`config.mk`:
```
export PLATFORM = sky130hd
export DESIGN_NAME = cond_unit
export DESIGN_NICKNAME = d
export VERILOG_FILES = /design/src/rtl/cond_pkg.sv /design/src/rtl/cond_check.sv /design/src/rtl/cond_unit.sv
export SDC_FILE = /design/constraint.sdc
export NUM_CORES = 1
export LEC_CHECK = 0
export CORE_AREA = 2 2 40 42
export CTS_CLUSTER_DIAMETER = 150
export DETAILED_ROUTE_END_ITERATION = 16
export DIE_AREA = 0 0 42 44
export PLACE_DENSITY_LB_ADDON = 0.05
export SYNTH_ARGS = -nofsm -noshare
export SYNTH_HDL_FRONTEND = slang
export SYNTH_SLANG_ARGS = --single-unit
```
`constraint.sdc`:
```
create_clock -name clk -period 1.7 [get_ports clk]
set_input_delay 0.34 -clock clk [delete_from_list [all_inputs] [get_ports clk]]
set_output_delay 0.34 -clock clk [all_outputs]
set_load 0.01 [all_outputs]
```
`src/rtl/cond_pkg.sv`:
```
// Shared constants for the conditional-execution stage: condition encodings,
// NZCV bit positions and FlagW bit positions.
package cond_pkg;

    localparam logic [3:0] COND_EQ = 4'b0000;
    localparam logic [3:0] COND_NE = 4'b0001;
    localparam logic [3:0] COND_CS = 4'b0010;
    localparam logic [3:0] COND_CC = 4'b0011;
    localparam logic [3:0] COND_MI = 4'b0100;
    localparam logic [3:0] COND_PL = 4'b0101;
    localparam logic [3:0] COND_VS = 4'b0110;
    localparam logic [3:0] COND_VC = 4'b0111;
    localparam logic [3:0] COND_HI = 4'b1000;
    localparam logic [3:0] COND_LS = 4'b1001;
    localparam logic [3:0] COND_GE = 4'b1010;
    localparam logic [3:0] COND_LT = 4'b1011;
    localparam logic [3:0] COND_GT = 4'b1100;
    localparam logic [3:0] COND_LE = 4'b1101;
    localparam logic [3:0] COND_AL = 4'b1110;
    localparam logic [3:0] COND_NV = 4'b1111;

    localparam int FLAG_N = 3;
    localparam int FLAG_Z = 2;
    localparam int FLAG_C = 1;
    localparam int FLAG_V = 0;

    localparam int FLAGW_NZ = 1;
    localparam int FLAGW_CV = 0;

endpackage

```
`src/rtl/cond_check.sv`:
```
// Purely combinational condition evaluator: decides from the registered NZCV
// flags whether the instruction carrying the given condition field executes.
module cond_check
    import cond_pkg::*;
(
    input  logic [3:0] cond,
    input  logic [3:0] flags,
    output logic       cond_ex
);

    logic n_s, z_s, c_s, v_s;

    assign n_s = flags[FLAG_N];
    assign z_s = flags[FLAG_Z];
    assign c_s = flags[FLAG_C];
    assign v_s = flags[FLAG_V];

    // Condition-code decode against the current flags
    always_comb begin
        cond_ex = 1'b0;
        case (cond)
            COND_EQ: cond_ex = z_s;
            COND_NE: cond_ex = ~z_s;
            COND_CS: cond_ex = c_s;
            COND_CC: cond_ex = ~c_s;
            COND_MI: cond_ex = n_s;
            COND_PL: cond_ex = ~n_s;
            COND_VS: cond_ex = v_s;
            COND_VC: cond_ex = ~v_s;
            COND_HI: cond_ex = c_s & ~z_s;
            COND_LS: cond_ex = ~c_s | z_s;
            COND_GE: cond_ex = (n_s == v_s);
            COND_LT: cond_ex = (n_s != v_s);
            COND_GT: cond_ex = ~z_s & (n_s == v_s);
            COND_LE: cond_ex = z_s | (n_s != v_s);
            COND_AL: cond_ex = 1'b1;
            COND_NV: cond_ex = 1'b0;
            default: cond_ex = 1'b0;
        endcase
    end

endmodule

```
`src/rtl/cond_unit.sv`:
```
// Conditional-execution stage: NZCV flag register, write-enable gating and,
// when COND_STATS_EN is defined, executed/squashed retire counters.
module cond_unit
    import cond_pkg::*;
#(
    parameter int         CNT_W     = 32,
    parameter logic [3:0] FLAGS_RST = 4'b0000
) (
    input  logic             clk,
    input  logic             reset,
    input  logic             en,
    input  logic [3:0]       Cond,
    input  logic [3:0]       ALUFlags,
    input  logic [1:0]       FlagW,
    input  logic             PCS,
    input  logic             RegW,
    input  logic             MemW,
    output logic             PCSrc,
    output logic             RegWrite,
    output logic             MemWrite,
    output logic             CondEx,
`ifdef COND_STATS_EN
    output logic [CNT_W-1:0] ExecCnt,
    output logic [CNT_W-1:0] SquashCnt,
`endif
    output logic [3:0]       Flags
);

    logic [3:0] flags_q, flags_d;
    logic       cond_ex_s;
    logic       commit_s;

    cond_check u_cond_check (
        .cond    (Cond),
        .flags   (flags_q),
        .cond_ex (cond_ex_s)
    );

    assign commit_s = en & cond_ex_s;

    // Each flag half is written independently, and only by an executing instruction
    always_comb begin
        flags_d = flags_q;
        if (commit_s) begin
            if (FlagW[FLAGW_NZ]) begin
                flags_d[FLAG_N:FLAG_Z] = ALUFlags[FLAG_N:FLAG_Z];
            end else begin
                flags_d[FLAG_N:FLAG_Z] = flags_q[FLAG_N:FLAG_Z];
            end
            if (FlagW[FLAGW_CV]) begin
                flags_d[FLAG_C:FLAG_V] = ALUFlags[FLAG_C:FLAG_V];
            end else begin
                flags_d[FLAG_C:FLAG_V] = flags_q[FLAG_C:FLAG_V];
            end
        end else begin
            flags_d = flags_q;
        end
    end

    // Flag register; reset wins over any retiring instruction
    always_ff @(posedge clk) begin
        if (reset) begin
            flags_q <= FLAGS_RST;
        end else begin
            flags_q <= flags_d;
        end
    end

    assign CondEx   = cond_ex_s;
    assign PCSrc    = PCS  & cond_ex_s;
    assign RegWrite = RegW & cond_ex_s;
    assign MemWrite = MemW & cond_ex_s;
    assign Flags    = flags_q;

`ifdef COND_STATS_EN
    logic [CNT_W-1:0] exec_cnt_q, exec_cnt_d;
    logic [CNT_W-1:0] squash_cnt_q, squash_cnt_d;

    // Every retiring instruction bumps exactly one of the two counters
    always_comb begin
        exec_cnt_d   = exec_cnt_q;
        squash_cnt_d = squash_cnt_q;
        if (en) begin
            if (cond_ex_s) begin
                exec_cnt_d = exec_cnt_q + CNT_W'(1);
            end else begin
                squash_cnt_d = squash_cnt_q + CNT_W'(1);
            end
        end else begin
            exec_cnt_d   = exec_cnt_q;
            squash_cnt_d = squash_cnt_q;
        end
    end

    // Statistics counter registers
    always_ff @(posedge clk) begin
        if (reset) begin
            exec_cnt_q   <= '0;
            squash_cnt_q <= '0;
        end else begin
            exec_cnt_q   <= exec_cnt_d;
            squash_cnt_q <= squash_cnt_d;
        end
    end

    assign ExecCnt   = exec_cnt_q;
    assign SquashCnt = squash_cnt_q;
`endif

endmodule

```
Word-level counts from Yosys, hierarchy flattened --
Index checks and enable logic that the tools add are counted. Widths: inputs -> output; s select.
Word-level totals: bits in registers 4, input bits 16, logic and storage cells 35
Cells by class: equality and inequality tests 17, multiplexer cells 1, bitwise gates (word level) 12, reductions and logical operators 3
Operators by type and width (number):
- $eq 4x4->1 const B | 8
- $eq 4x3->1 const B | 4
- $pmux 1 s16 | 1
- $eq 4x2->1 const B | 2
- $and 1x1->1 | 6
- $eq 4x1->1 const B | 1
- $logic_not 4->1 | 1
- $not 1->1 | 4
- $reduce_and 2->1 | 2
- $or 1x1->1 | 2
- $eq 1x1->1 | 1
- $ne 1x1->1 | 1

Logic depth before layout (Yosys ltp) --
Gate-level depths: netlist (run 1).
depth after elaboration 5, gate-level depth with buffers 6, gate-level depth less buffers 5

Cells and area by module --
Synthesis (run 1) repeated with hierarchy kept, for this count alone.
Unflattened totals: cell total of the unflattened synthesis 44, area total of the unflattened synthesis 369.1 sq um
By module, submodules not included:
- cond_unit | instances 1, cells each 21, area each 214.0 sq um, sequential area each 80.1 sq um
- cond_check | instances 1, cells each 23, area each 155.1 sq um, sequential area each 0.0 sq um

Worst setup path before layout (run 1) --
Ideal clock, no wire load.
path kind input to output, start point in Cond[0], end point out MemWrite, arrival time 1.498 ns, data required time 1.360 ns, slack -0.138 ns, cell stages on the path 6, path buffers 1, cells stage by stage buf_2 nor2b_1 nor3b_1 o31ai_4 a21boi_2 and2_1
Between the ends: word-level cells in the longest chain between the ends 3
Ends and longest elaborated chain:
- start, declared | line cond_unit.sv:12 | input logic [3:0] Cond,
- $eq 4x4->1, or another cell as far along | line cond_check.sv:21 | case (cond)
- $pmux 1 s16 (*) | line cond_check.sv:21
- via CondEx | line cond_unit.sv:21 | output logic CondEx,
- $and 1x1->1 (*) | line cond_unit.sv:72 | assign MemWrite = MemW & cond_ex_s;
- end, declared | line cond_unit.sv:20 | output logic MemWrite,
The timed path passes the listed nets; every way through them passes the cells marked *.

Final worst setup path (run 1) --
start point reg flags_q[0], in the netlist Flags[0], end point out PCSrc
Between the ends: word-level cells in the longest chain between the ends 4
Ends and longest elaborated chain:
- start, declared | line cond_unit.sv:29 | logic [3:0] flags_q, flags_d;
- start signal, assigned | line cond_unit.sv:65 | flags_q <= flags_d;
- $ne 1x1->1 / $eq 1x1->1 (equally long branches)
- $or 1x1->1 / $and 1x1->1 (equally long branches) | line cond_check.sv:35, cond_check.sv:34
- $pmux 1 s16 (*) | line cond_check.sv:21
- $and 1x1->1 (*) | line cond_unit.sv:70 | assign PCSrc = PCS & cond_ex_s;
- end, declared | line cond_unit.sv:18 | output logic PCSrc,
Mark *: on every way between the ends. The rest lies on a longest branch, timed or not.

==> impl_metrics.tcl, run 1 <==
set metrics [dict create \
    status "finished with violations" \
    violations "negative setup slack" \
    synth_edf_count 0 \
    whs_endpoint "Flags[2]" \
    synth.most_common_cell "nand2b_1" \
    cts_buffer_depth 2 \
    end_kind "output port" \
    hp-class "flop to flop" \
    cp_top_family "compound AO/OA/AOI/OAI gates" \
    power_density_nw_per_um2 465 \
    grt_pass1_vias 497 \
    insertion_delay_ns 0.23 \
    netlist_top_cells_count "nand2b_1, mux2i_1, dfxtp_1" \
    cts_max_level 1 \
    nets 107 \
    synth_warnings 0 \
    worst-path-buf-inv 1 \
    vias_per_cell 4.78 \
    largest_register_ffs 4 \
    rows 14 \
    ctsRootBufferMaster "clkbuf_4" \
    critPathKind "flop to output port" \
    hold_buffers 0 \
    vdd_drop_max_mv 0.228 \
    min_path_cells 2 \
    routedWlPerCell_um 11.7 \
    antenna_found_initial 0 \
    finClkSkew_ns 0.00405 \
    slew_viol_final 0 \
    die_w_um 42 \
    drive_gt1_frac 0.472 \
    clk_pin_slew_ns 0.04 \
    startpoint "Flags[0]" \
    r2r_slack_ns 0.10 \
    cp_slowest_stage_delay_ns 0.36 \
    crit_slowest_cell "dfxtp_4" \
    n_antenna_cell 0 \
    worst_pin_slew_ns 0.266 \
    postSynthAreaPerCell_um2 8.78 \
    setup_viol 4 \
    gp_routability_congestion 0.778 \
    synthTopCellsByArea "dfxtp_1, mux2i_1, nand2b_1" \
    synth-seq-cells 4 \
    placedCellCount 101 \
    fin_crit_ns 1.98 \
    ys_seq_area_frac 0.182 \
    final_cells 105 \
    period_share 1.17 \
    rsz0062_at_grt "true" \
    reg2reg_from "Flags[0]" \
    gr-total-overflow 0 \
    grt_max_degree 9 \
    slew_headroom 0.822 \
    wl_um 1230 \
    max_freq_mhz 504 \
    regToRegEndpoint "Flags[0]" \
    netlist_area_um2 439 \
    cts_buffers 3 \
    place_hpwl_um 978 \
    synth-main-ff-cell "dfxtp_1" \
    dieArea_um2 1850 \
    initial_core_util 0.310 \
    leakagePower_nw 0.392 \
    startpoint_type "flop" \
    cts_sinks 4 \
    drc 0 \
    reg2regPathDepth 6 \
    cp_cell_sequence "xor2_4, mux2i_1, o221a_4, a21boi_4, and2_4, buf_6" \
    die_h_um 44 \
    yosys.cell_types.count 23 \
    hold_path.startpoint "Flags[2]" \
    drtAntennaViolNets 0 \
    syn_nets 66 \
    cts_tree "yes" \
    drv_cap 0 \
    worstPathMaxFanout 4 \
    postLayoutCoreUtil 0.637 \
    io_pins 24 \
    async_flop_share 0 \
    grt_usage 0.157 \
    setup_slack_ns -0.283 \
    finalHoldViolCount 0 \
    synthCells 50 \
    dr.pass1.iters 1 \
    buffer_ports.inserted 23 \
    synth_top_area_share 0.182 \
    design.core.area_um2 1420 \
    required_ns 1.36 \
    grt_pass1_wl_um 2170 \
    synth_largest_area_cell "dfxtp_1" \
    area_delta_synth_final_pct 106 \
    num_vias 502 \
    drt_iter0_drc 0 \
    arrival_ns 1.64 \
]
worst max-delay path by stage:
stage                     to  slack, ns  cells past startpoint
floorplan           MemWrite      -0.06                      6
global placement    RegWrite      -1.02                      7
detailed placement  RegWrite      -1.03                      7
CTS                 RegWrite      -0.31                      6
global route        RegWrite      -0.39                      6
finish                 PCSrc      -0.28                      6
worst reg2reg max path: stages, from the launching register on:
cell and delay, ns:
dfxtp_4 0.36, xor2_4 0.22, mux2i_1 0.12, o221a_4 0.31, buf_4 0.15, a21oi_4 0.14, mux2i_1 0.22
cell usage in the layout (no fill, tap or decap), drive strengths merged, types with 2 or more instances in the layout:
cell           netlist  final
buf                  2     19
nand2                2      2
xor2                 2      2
a21oi                2      2
dlygate4sd2          0      2
nor3b                2      2
clkdlybuf4s50        0     14
dfxtp                4      4
mux2i                7      7
nand2b               9      9
inv                  2      2
clkbuf               0      4
and2                 3      3
nand3                2      2
nor2b                3      3
power by group:
part / internal, W / switching, W
registers: 0.0000972 / 0.00000673
clock network: 0.0000790 / 0.0000396
logic: 0.000122 / 0.0000752
total: 0.000299 / 0.000121
cells by family after synthesis:
logic type                count (synthesis)  share of synthesized area
and+or+nand+nor                          25                      0.342
AOI/OAI and AO/OA                         8                      0.219
muxes                                     7                      0.160
DFF                                       4                      0.182
buffers and inverters                     4                     0.0399
xor gates and xnor gates                  2                     0.0570
layout make-up:
cell class / count / area, um2
Fill cell: 130 / 515
Inverter: 2 / 7.51
Timing Repair Buffer: 38 / 345
Sequential cell: 4 / 88.8
Tap cell: 16 / 20.0
Multi-Input combinational cell: 42 / 419
Clock buffer: 3 / 22.5
stage by stage:
stage	TNS [ns]	area (um2)	hold WS [ns]	total power, W	worst slack [ns]
finish	-1.03	903	0.511	0.000420	-0.283
global route	-1.45	903	0.546	0.000453	-0.388
CTS	-1.14	892	0.506	0.000424	-0.310
detailed placement	-5.69	817	0.537	0.000294	-1.03
global placement	-5.63	817	0.531	0.000294	-1.02
floorplan	-0.166	484	0.495	0.000198	-0.0555
routing by layer:
layer  track usage  wire length [um]  vias up
li1              -                 -      259
met1         0.183               549      225
met2         0.266               582       18
met3        0.0542                98        0
met4        0.0581                 0        0
met5             0                 0        -
timing repair:
item                       CTS  global route
setup endpoints to repair    8             6
cloned                       0             0
gates resized for setup     38             4
buffers inserted             1             0
pin swaps                    7             2
(Power assumes the default switching activity.)
==> run 2: changes to the inputs <==
GPL_ROUTABILITY_DRIVEN = 0   (was default)
PLACE_DENSITY = 0.76   (was default)
PLACE_DENSITY_LB_ADDON = default   (was 0.05)
==> impl_metrics.tcl, run 2 (synthesis gave the netlist of run 1 again) <==
set metrics [dict create \
    switching_share 0.278 \
    worst_pin_slew_ns 0.311 \
    cts_max_level 1 \
    finalHoldViolCount 0 \
    dr.pass1.iters 2 \
    io_pins 24 \
    placed_area_um2 802 \
    rows 14 \
    wl_met2_um 560 \
    most-common-layout-cells "clkdlybuf4s50_1, buf_4, nand2b_1" \
    finClkSkew_ns 0.000107 \
    leakagePower_nw 0.370 \
    dieArea_um2 1850 \
    p_total_w 0.000422 \
    fin_crit_ns 2.03 \
    vias_per_cell 4.61 \
    cts_buffers 3 \
    pre_cts_ws_ns -1.12 \
    switchingPower_w 0.000117 \
    holdWs_ns 0.621 \
    buffer_ports.inserted 23 \
    antenna_found_initial 0 \
    initial_core_util 0.310 \
    power_frac_comb 0.483 \
    final_cells 105 \
    startpoint_type "flop" \
    violations "negative setup slack" \
    wl_um 1110 \
    wl_met1_um 439 \
    die_h_um 44 \
    rsz0062_at_grt "true" \
    die_w_um 42 \
    drv_cap 0 \
    drc 0 \
    num_vias 484 \
    grt_max_degree 10 \
    area_delta_synth_final_pct 98.0 \
    vdd_drop_max_mv 0.356 \
    ctsRootBufferMaster "clkbuf_4" \
    nets 107 \
    design.core.area_um2 1420 \
    period_share 1.20 \
    clk_pin_slew_ns 0.04 \
    p_int_w 0.000305 \
    setup_viol 4 \
    hold_buffers 0 \
    grt_pass1_wl_um 2020 \
    grt_usage 0.143 \
    critPathKind "flop to output port" \
    slew_headroom 0.789 \
    arrival_ns 1.69 \
    n_antenna_cell 0 \
    cts_tree "yes" \
    largest_register_ffs 4 \
    mostFrequentLayoutCell "clkdlybuf4s50_1" \
    grt_pass1_vias 486 \
    setup_slack_ns -0.334 \
    max_freq_mhz 492 \
    seq_power_share 0.244 \
    status "finished with violations" \
    placedCellCount 99 \
    clkPwrFrac 0.274 \
    end_kind "output port" \
    drt_iter0_drc 1 \
    cts_buffer_depth 2 \
    insertion_delay_ns 0.23 \
    required_ns 1.36 \
    gr-total-overflow 0 \
    fin_area_um2 870 \
    cts_sinks 4 \
    place_hpwl_um 896 \
    fill_cells 127 \
    slew_viol_final 0 \
    highest_layer "met3" \
    worstPathMaxFanout 3 \
    route.met3.wl_um 112 \
    drive_gt1_frac 0.461 \
    drtAntennaViolNets 0 \
    power_density_nw_per_um2 485 \
    hp-class "flop to flop" \
    routedWlPerCell_um 10.6 \
]
==> run 2: stage by stage <==
step | TNS (ns) | util
global placement | -6.17 | 0.565
detailed placement | -6.31 | 0.565
global route | -1.54 | 0.613
floorplan | -0.166 | -
CTS | -1.31 | 0.610
finish | -1.16 | 0.613
==> run 2: final timing paths <==
| path | from | slack [ns] | endpoint | cells after the start |
|---|---|---|---|---|
| worst min-delay path | Flags[2] | 0.62 | Flags[2] | 3 |
| worst min register to register | Flags[2] | 0.62 | Flags[2] | 3 |
| worst max-delay path | Flags[0] | -0.33 | PCSrc | 7 |
| worst max register to register | Flags[0] | 0.14 | Flags[0] | 6 |
==> run 2: timing repair <==
item,in CTS,in global routing
buffers inserted,3,2
pin swaps,6,2
setup endpoints to repair,8,8
gates resized for setup,36,4
==> run 2: routing by layer <==
layer  global-route usage  vias up
met2                0.247       21
met4               0.0581        0
met3               0.0458        0
met1                0.163      210
li1                     -      253
met5                    0        -
==> run 2: worst max-delay path, cell delays in order, from the launching register on <==
cell and delay [ns]:
dfxtp_2 0.33, xor2_2 0.22, mux2i_1 0.13, o221a_4 0.31, a21boi_4 0.16, buf_6 0.11, and2_4 0.12, buf_6 0.09
==> run 2: area by class of cell <==
cell class / instances / area, um2 / share of cell area
Timing Repair Buffer: 38 / 335 / 0.386
Sequential cell: 4 / 82.6 / 0.0950
Inverter: 2 / 7.51 / 0.00863
Multi-Input combinational cell: 42 / 402 / 0.462
Clock buffer: 3 / 22.5 / 0.0259
Tap cell: 16 / 20.0 / 0.0230
==> run 2: power groups by stage <==
stage | sequential [W] | combinational [W] | clock [W]
floorplan | 0.000108 | 0.0000900 | 0
global placement | 0.000104 | 0.000184 | 0
detailed placement | 0.000104 | 0.000186 | 0
CTS | 0.000103 | 0.000201 | 0.000123
global route | 0.000103 | 0.000222 | 0.000131
finish | 0.000103 | 0.000204 | 0.000115
==> run 3: changes to the inputs <==
CORE_AREA = 2 2 39 41   (was 2 2 40 42)
DIE_AREA = 0 0 41 43   (was 0 0 42 44)
PLACE_DENSITY = 0.77   (was 0.76)
clock period = 2.3 ns   (was 1.7 ns; I/O delays follow)
==> impl_metrics.tcl, run 3 (synthesis gave the netlist of run 1 again) <==
set metrics [dict create \
    status "complete, no violations" \
    initial_core_util 0.317 \
    grt_pass1_vias 471 \
    placed_area_um2 762 \
    cp_slowest_stage_delay_ns 0.29 \
    clk_pin_slew_ns 0.03 \
    slew_viol_final 0 \
    design.core.area_um2 1380 \
    grt_usage 0.149 \
    drive_gt1_frac 0.353 \
    required_ns 1.84 \
    finClkSkew_ns 0.00230 \
    startpoint_type "primary input" \
    rsz0062_at_grt "false" \
    multiInputGateArea_um2 374 \
    grt_pass1_wl_um 1790 \
    finalHoldViolCount 0 \
    worst_pin_slew_ns 0.254 \
    vias_per_cell 4.81 \
    area_delta_synth_final_pct 79.8 \
    power_density_nw_per_um2 359 \
    cts_buffers 3 \
    dieArea_um2 1760 \
    cts_max_level 1 \
    cts_buffer_depth 2 \
    most-common-layout-cells "clkdlybuf4s50_1, buf_4, nand2b_1" \
    setup_viol 0 \
    routedWlPerCell_um 10.6 \
    pre_cts_ws_ns -0.666 \
    hp-class "flop to flop" \
    slew_headroom 0.831 \
    cts_tree "yes" \
    vdd_drop_max_mv 0.257 \
    nets 103 \
    arrival_ns 1.74 \
    antenna_found_initial 0 \
    drtAntennaViolNets 0 \
    cp_cell_sequence "dlygate4sd2_1, buf_4, inv_1, o311ai_2, o221a_4, a21boi_4, and2_1, buf_2" \
    gr-total-overflow 0 \
    dr.pass1.iters 3 \
    io_pins 24 \
    cts_sinks 4 \
    max_freq_mhz 455 \
    drv_cap 0 \
    regArea_um2 80.1 \
    ctsRootBufferMaster "clkbuf_4" \
    die_w_um 41 \
    postLayoutCoreUtil 0.571 \
    fin_crit_ns 2.20 \
    period_share 0.955 \
    place_hpwl_um 835 \
    num_vias 486 \
    setup_slack_ns 0.104 \
    fill_cells 142 \
    post_cts_buffers 0 \
    holdWs_ns 0.628 \
    mostFrequentLayoutCell "clkdlybuf4s50_1" \
    largest_register_ffs 4 \
    crit_slowest_cell "o221a_4" \
    hold_buffers 0 \
    drt_iter0_drc 3 \
    die_h_um 43 \
    worstPathMaxFanout 4 \
    buffer_ports.inserted 23 \
    grt_max_degree 9 \
    insertion_delay_ns 0.23 \
    critPathKind "primary input to output port" \
    n_antenna_cell 0 \
    drc 0 \
    fin_area_um2 790 \
    p_total_w 0.000284 \
    leakagePower_nw 0.338 \
    wl_um 1070 \
    end_kind "output port" \
    rows 14 \
]
[run 3: power by group]
group	internal, W	switching [W]	leakage, nW
logic	0.0000730	0.0000494	0.292
clock network	0.0000583	0.0000272	0.0138
registers	0.0000729	0.00000280	0.0325
total	0.000204	0.0000794	0.338
[run 3: stage by stage]
stage / setup TNS (ns) / instances
after floorplan: 0 / 50
after global placement: -2.45 / 98
after detailed placement: -2.51 / 98
after CTS: 0 / 101
after global routing: 0 / 101
final: 0 / 101
[run 3: per-layer routing]
| layer | global-route usage | wire [um] |
|---|---|---|
| met5 | 0 | 0 |
| met4 | 0.100 | 8 |
| met3 | 0.0366 | 91 |
| met2 | 0.222 | 548 |
| met1 | 0.177 | 421 |
[run 3: final timing paths]
path / startpoint / cells after the start / slack (ns) / endpoint
worst max-delay path: Cond[2] / 8 / 0.10 / PCSrc
worst min-delay path: Flags[1] / 3 / 0.63 / Flags[1]
worst max register to register: Flags[0] / 6 / 0.65 / Flags[1]
worst min register to register: Flags[1] / 3 / 0.63 / Flags[1]
[run 3: area by class of cell]
class / instances / area share
Clock buffer: 3 / 0.0285
Inverter: 2 / 0.00951
Multi-Input combinational cell: 42 / 0.474
Sequential cell: 4 / 0.101
Tap cell: 16 / 0.0254
Timing Repair Buffer: 34 / 0.361
[run 3: repair_timing]
action	4_1_cts	5_1_grt
endpoints found under the setup margin	4	4
resized for setup	26	4
pin swaps	4	1
[run 3: critical path: cells and delay by family]
family / cells / cell delay, ns
compound gates: 3 / 0.56
buf+inv: 4 / 0.56
simple gates: 1 / 0.14
